--- src/rtl/mem_port_arbiter.sv ---
// -----------------------------------------------------------------------------
// mem_port_arbiter
//
// Shares one sram-like memory port between the instruction fetch requester
// (pre-IF) and the data requester (EXE/MEM). Accepted transactions are
// recorded in an owner FIFO, and each in-order response is routed back to
// the requester that issued it. A flush from WB marks every instruction entry
// in the FIFO as dropped, so its response is consumed silently. Data responses
// are never dropped.
//
// Optional build macro:
//   ARB_RR_EN - the unlocked grant alternates between requesters (round-robin)
//               instead of giving data fixed priority over inst.
//
// Ports:
//   clk, reset                    clock, async active-high reset
//   inst_req/inst_addr            fetch request (held until inst_addr_ok)
//   inst_addr_ok                  fetch accepted this cycle
//   inst_data_ok/inst_rdata       fetch response
//   data_req/wr/size/wstrb/addr/wdata   data request (held until data_addr_ok)
//   data_addr_ok                  data request accepted this cycle
//   data_data_ok/data_rdata       data response (store ack or load data)
//   mem_req/wr/size/wstrb/addr/wdata    downstream request
//   mem_addr_ok                   downstream accept
//   mem_data_ok/mem_rdata         downstream in-order response
//   flush                         one-cycle pulse, WB exception or ertn
//   busy                          owner FIFO non-empty
//
// Handshake: a request transfers on a cycle where req and addr_ok are both
// high; the requester holds req and its fields stable until then. Responses
// are single-cycle data_ok pulses, one per accepted transaction, in order.
// -----------------------------------------------------------------------------
module mem_port_arbiter #(
  parameter int OUTSTANDING = 4,
  parameter int AW          = 32,
  parameter int DW          = 32
) (
  input  logic          clk,
  input  logic          reset,
  input  logic          inst_req,
  input  logic [AW-1:0] inst_addr,
  output logic          inst_addr_ok,
  output logic          inst_data_ok,
  output logic [DW-1:0] inst_rdata,
  input  logic          data_req,
  input  logic          data_wr,
  input  logic [1:0]    data_size,
  input  logic [3:0]    data_wstrb,
  input  logic [AW-1:0] data_addr,
  input  logic [DW-1:0] data_wdata,
  output logic          data_addr_ok,
  output logic          data_data_ok,
  output logic [DW-1:0] data_rdata,
  output logic          mem_req,
  output logic          mem_wr,
  output logic [1:0]    mem_size,
  output logic [3:0]    mem_wstrb,
  output logic [AW-1:0] mem_addr,
  output logic [DW-1:0] mem_wdata,
  input  logic          mem_addr_ok,
  input  logic          mem_data_ok,
  input  logic [DW-1:0] mem_rdata,
  input  logic          flush,
  output logic          busy
);

  localparam int PW = $clog2(OUTSTANDING);
  localparam int CW = PW + 1;

  localparam logic OWN_INST = 1'b0;
  localparam logic OWN_DATA = 1'b1;

  logic [CW-1:0]          count_q, count_d;
  logic [PW-1:0]          wptr_q, wptr_d;
  logic [PW-1:0]          rptr_q, rptr_d;
  logic [OUTSTANDING-1:0] owner_q, owner_d;
  logic [OUTSTANDING-1:0] drop_q, drop_d;
  logic                   lock_valid_q, lock_valid_d;
  logic                   lock_owner_q, lock_owner_d;
`ifdef ARB_RR_EN
  // 0 = data preferred, 1 = inst preferred
  logic                   rr_q, rr_d;
`endif

  logic full;
  logic grant_vld;
  logic grant_own;
  logic accept;
  logic pop;
  logic head_own;
  logic head_drop;

  assign full = (count_q == CW'(OUTSTANDING));

  // Grant selection. Reset is folded in so no request leaks out while the
  // FIFO is being cleared.
  always_comb begin
    grant_vld = 1'b0;
    grant_own = OWN_INST;
    if (reset) begin
      grant_vld = 1'b0;
    end else if (lock_valid_q) begin
      grant_vld = 1'b1;
      grant_own = lock_owner_q;
    end else begin
`ifdef ARB_RR_EN
      if (data_req && inst_req) begin
        grant_vld = 1'b1;
        grant_own = rr_q ? OWN_INST : OWN_DATA;
      end else
`endif
      if (data_req) begin
        grant_vld = 1'b1;
        grant_own = OWN_DATA;
      end else if (inst_req) begin
        grant_vld = 1'b1;
        grant_own = OWN_INST;
      end
    end
  end

  assign mem_req = grant_vld & ~full & ((grant_own == OWN_DATA) ? data_req : inst_req);
  assign accept  = mem_req & mem_addr_ok;

  assign inst_addr_ok = accept & (grant_own == OWN_INST);
  assign data_addr_ok = accept & (grant_own == OWN_DATA);

  // Downstream fields follow the grant; fetches are always word reads.
  always_comb begin
    mem_wr    = 1'b0;
    mem_size  = 2'd0;
    mem_wstrb = 4'd0;
    mem_addr  = '0;
    mem_wdata = '0;
    if (grant_vld) begin
      if (grant_own == OWN_DATA) begin
        mem_wr    = data_wr;
        mem_size  = data_size;
        mem_wstrb = data_wstrb;
        mem_addr  = data_addr;
        mem_wdata = data_wdata;
      end else begin
        mem_addr  = inst_addr;
        mem_size  = 2'd2;
      end
    end
  end

  // A response with an empty FIFO is a protocol error and is ignored.
  assign pop       = mem_data_ok & (count_q != '0);
  assign head_own  = owner_q[rptr_q];
  assign head_drop = drop_q[rptr_q];

  assign data_data_ok = pop & (head_own == OWN_DATA);
  assign inst_data_ok = pop & (head_own == OWN_INST) & ~head_drop;
  assign data_rdata   = data_data_ok ? mem_rdata : '0;
  assign inst_rdata   = inst_data_ok ? mem_rdata : '0;

  assign busy = (count_q != '0);

  always_comb begin
    count_d      = count_q;
    wptr_d       = wptr_q;
    rptr_d       = rptr_q;
    owner_d      = owner_q;
    drop_d       = drop_q;
    lock_valid_d = lock_valid_q;
    lock_owner_d = lock_owner_q;
`ifdef ARB_RR_EN
    rr_d         = rr_q;
`endif

    // Flush marks every inst slot. Slots outside the valid window are
    // rewritten on push before they are ever read, so marking them is harmless.
    if (flush) begin
      drop_d = drop_q | ~owner_q;
    end

    if (accept) begin
      owner_d[wptr_q] = grant_own;
      drop_d[wptr_q]  = (grant_own == OWN_INST) & flush;
      wptr_d          = wptr_q + 1'b1;
    end

    if (pop) begin
      rptr_d = rptr_q + 1'b1;
    end

    case ({accept, pop})
      2'b10:   count_d = count_q + 1'b1;
      2'b01:   count_d = count_q - 1'b1;
      default: count_d = count_q;
    endcase

    // Hold the grant while downstream stalls so request fields stay stable.
    if (accept) begin
      lock_valid_d = 1'b0;
    end else if (mem_req) begin
      lock_valid_d = 1'b1;
      lock_owner_d = grant_own;
    end

`ifdef ARB_RR_EN
    if (accept) begin
      rr_d = ~rr_q;
    end
`endif
  end

  always_ff @(posedge clk or posedge reset) begin
    if (reset) begin
      count_q      <= '0;
      wptr_q       <= '0;
      rptr_q       <= '0;
      owner_q      <= '0;
      drop_q       <= '0;
      lock_valid_q <= 1'b0;
      lock_owner_q <= 1'b0;
`ifdef ARB_RR_EN
      rr_q         <= 1'b0;
`endif
    end else begin
      count_q      <= count_d;
      wptr_q       <= wptr_d;
      rptr_q       <= rptr_d;
      owner_q      <= owner_d;
      drop_q       <= drop_d;
      lock_valid_q <= lock_valid_d;
      lock_owner_q <= lock_owner_d;
`ifdef ARB_RR_EN
      rr_q         <= rr_d;
`endif
    end
  end

endmodule

--- config.mk ---
export PLATFORM = sky130hd
export DESIGN_NAME = mem_port_arbiter
export DESIGN_NICKNAME = d
export VERILOG_FILES = /design/src/rtl/mem_port_arbiter.sv
export SDC_FILE = /design/constraint.sdc
export NUM_CORES = 1
export LEC_CHECK = 0
export BUFFER_PORTS_ARGS = -buffer_cell sky130_fd_sc_hd__buf_2
export CORE_AREA = 2 2 110 112
export CTS_CLUSTER_DIAMETER = 200
export DETAILED_ROUTE_END_ITERATION = 6
export DIE_AREA = 0 0 112 114
export PLACE_DENSITY = 0.59
export REMOVE_ABC_BUFFERS = 1
export SLEW_MARGIN = 5
export SYNTH_ARGS = -nofsm -noshare
export SYNTH_HDL_FRONTEND = slang
export SYNTH_SLANG_ARGS = --single-unit
--- constraint.sdc ---
create_clock -name clk -period 4.6 [get_ports clk]
set_input_delay 0.69 -clock clk [delete_from_list [all_inputs] [get_ports clk]]
set_output_delay 0.69 -clock clk [all_outputs]
set_load 0.05 [all_outputs]
==> qor.csv <==
stage;metric;value;unit
critical_path;CP max FO;34;
floorplanning;Site Rows;40;
synthesis;post-synth cell types;29;
flow_run;MaxCap Viol Count;0;
timing;Hold Fails Final Rpt;0;
clocking;Post-CTS Hold Fix Bufs;0;
floorplanning;die height;114;um
global_routing;grt ovf;0;
clocking;Max Root-Sink Buffers;2;
global_routing;pin count of the biggest net entering global routing;60;
synthesis;Yosys top cell area share;0.2012;
synthesis;Synth Warn #;0;
clocking;Root Buffer Master;clkbuf_16;
clocking;number of buffers created by CTS;3;
global_routing;first-pass GRT wire length;14110;um
synthesis;Yosys top cell by area;dfrtp_1;
synthesis;async set-reset flop share out of synthesis;1.000;
synthesis;ranking of synthesized cells by area;dfrtp_1 (20%), and3_1 (19%), and2_1 (12%);
min_path;Worst Hold Class;flop to flop;
clocking;Sinks on Clock Net;17;
global_routing;vias in the first global route;2757;
final_layout;Inserted Diodes;0;
clocking;CTS tree;built;
drt;via/cell ratio;4.247;
final_layout;share of cells above drive strength 1;0.5236;
timing;setup_tns;0;ns
timing;final slew viol count;0;
synthesis;register area share after synthesis;0.2012;
global_routing;total track usage;0.1381;
timing;Tightest Pin Transition;0.9028;ns
timing;Final Critical Period;3.198;ns
placed_design;DP Wirelength;8259;um
pwr;peak supply drop;0.2494;mV
min_path;HP Start;count_q[2]$_DFFE_PP0P_;
final_layout;Nets;720;
floorplanning;Die X;112;um
final_layout;utilization after layout;0.3182;
synthesis;flop and latch count out of synthesis;17;
drt;via count;3049;
clocking;Reg clk slew, reported paths;0.05;ns
critical_path;CP startpoint;rptr_q[0]$_DFFE_PP0N_;
synthesis;Syn Area/Cell;6.843;um^2
drt;Pre-antenna DRT Iters;4;
floorplanning;core area;0.01171;mm^2
drt;1st-iter DRT viols;114;
drt;remaining routing DRC violations;0;
clocking;H-tree levels;1;
floorplanning;die area;0.01277;mm^2
placed_design;dpl cells;714;
critical_path;Critical Path RT;3.91;ns
synthesis;top post-synthesis cells by count;nand2_1 (66), and3_1 (65), and2_1 (40);
floorplanning;I/O pin count;283;
synthesis;Synth Flop Type;dfrtp_1;
pwr;Cell Pwr Density;533.0;mW/mm^2
floorplanning;initial core utilization;0.1806;
clocking;Setup Fix Bufs, Post-CTS;0;
final_layout;Area Growth Syn to Fin;76.21;%
critical_path;worst path arrival time;2.51;ns
drt;post-route ant nets;0;
pwr;Leakage;2.521;nW
timing;Rel. slew slack;0.3967;
critical_path;WS Path Type;flop to output port;
critical_path;crit end category;output port;
synthesis;EDFF count, synth;0;
timing;RSZ-0062 raised after global routing;no;
synthesis;Mapped Area;0.002115;mm^2
final_layout;Layout Cells excl Fill;718;
timing;count of final setup violators;0;
clocking;clock latency at the later pin of the worst-skew pair;0.25;ns
timing;period utilization;0.6953;
run_status;outcome;finished, final reports clean;
timing;Clock Skews;0.004072;ns
placed_design;gpl congestion;0.7842;
placed_design;I/O Buffers;282;
synthesis;Post-Syn Instances;309;
drt;routed len/inst;13.51;um
timing;achievable frequency;312.7;MHz
clocking;# resized after CTS;0;
synthesis;most numerous cell in the Yosys netlist;nand2_1;
critical_path;reg-to-reg startpoint;lock_owner_q$_DFFE_PP0P_;
critical_path;Worst setup SP type;flop;
drt;routed wire length;9699;um
global_routing;initial antenna violation count;0;
layout by cell type, fill, tap and decap left out, types with 2 or more instances in the layout:
master / instances
a21oi_1: 36
and2_1: 40
and3_1: 65
buf_2: 282
buf_4: 3
clkbuf_16: 3
dfrtp_1: 17
ha_1: 5
inv_1: 10
mux2i_1: 11
mux4_2: 2
nand2_1: 66
nand3_1: 4
nor2_1: 6
nor2_4: 2
xnor2_1: 3
xor2_1: 3
flip-flops by register name, indices dropped and copies added (netlist names):
name          flops
count_q           3
drop_q            4
lock_owner_q      1
lock_valid_q      1
owner_q           4
rptr_q            2
wptr_q            2
metrics by stage:
step	power, W	cell area (um^2)	worst slack, ns	hold slack, ns
after floorplan	0.001436	2007	0.4424	0.4471
after detailed placement	0.001824	3646	1.375	0.4787
final	0.001986	3726	1.402	0.4802
after global placement	0.001816	3646	1.414	0.4648
after CTS	0.002002	3726	1.380	0.4856
after global routing	0.002102	3726	1.171	0.5262
critical path: stages (launching register included):
cell,delay (ns)
dfrtp_1,0.44
mux4_2,0.78
nor2_4,0.54
and3_1,0.23
buf_2,0.26
cell families after synthesis:
| family | after synthesis | synth area share |
|---|---|---|
| multiplexers | 15 | 0.08580 |
| buffers and inverters | 37 | 0.06864 |
| XOR/XNOR | 6 | 0.02486 |
| AND/OR/NAND/NOR | 189 | 0.4752 |
| flip-flops | 17 | 0.2012 |
| adder cells (fa/ha/maj) | 6 | 0.03905 |
| AO/OA/AOI/OAI | 39 | 0.1053 |
where the power goes:
group | switching (W) | internal, W | leakage [nW]
clock network | 0.0000561 | 0.000116 | 0.0409
registers | 0.0000593 | 0.000215 | 0.191
logic | 0.00114 | 0.000401 | 2.29
per-layer routing:
layer | global-route usage | part of all wire | vias to the layer above
met5 | 0 | 0 | -
met4 | 0.06504 | 0.036 | 0
met3 | 0.03135 | 0.10 | 16
met2 | 0.2574 | 0.49 | 188
met1 | 0.1480 | 0.37 | 1293
li1 | - | - | 1552
path summary, 6_finish.rpt:
check	to	slack, ns	cells past startpoint
min in group asynchronous	lock_valid_q$_DFFE_PP0P_	0.61	2
max reg2reg	count_q[2]$_DFFE_PP0P_	2.27	9
min reg2reg	count_q[2]$_DFFE_PP0P_	0.48	1
max in group asynchronous	drop_q[1]$_DFF_PP0_	3.54	2
min	count_q[2]$_DFFE_PP0P_	0.48	1
max	inst_rdata[30]	1.40	4
layout make-up:
cell class	instances	area, um^2
clock buffers	3	75.07
well taps	147	183.9
inverters	10	37.54
repair buffers	285	1434
fillers	1297	7985
multi-input cells	255	1565
clock inverters	1	5.005
flip-flops and latches	17	425.4
No activity file was read; power rests on OpenSTA's default activity.
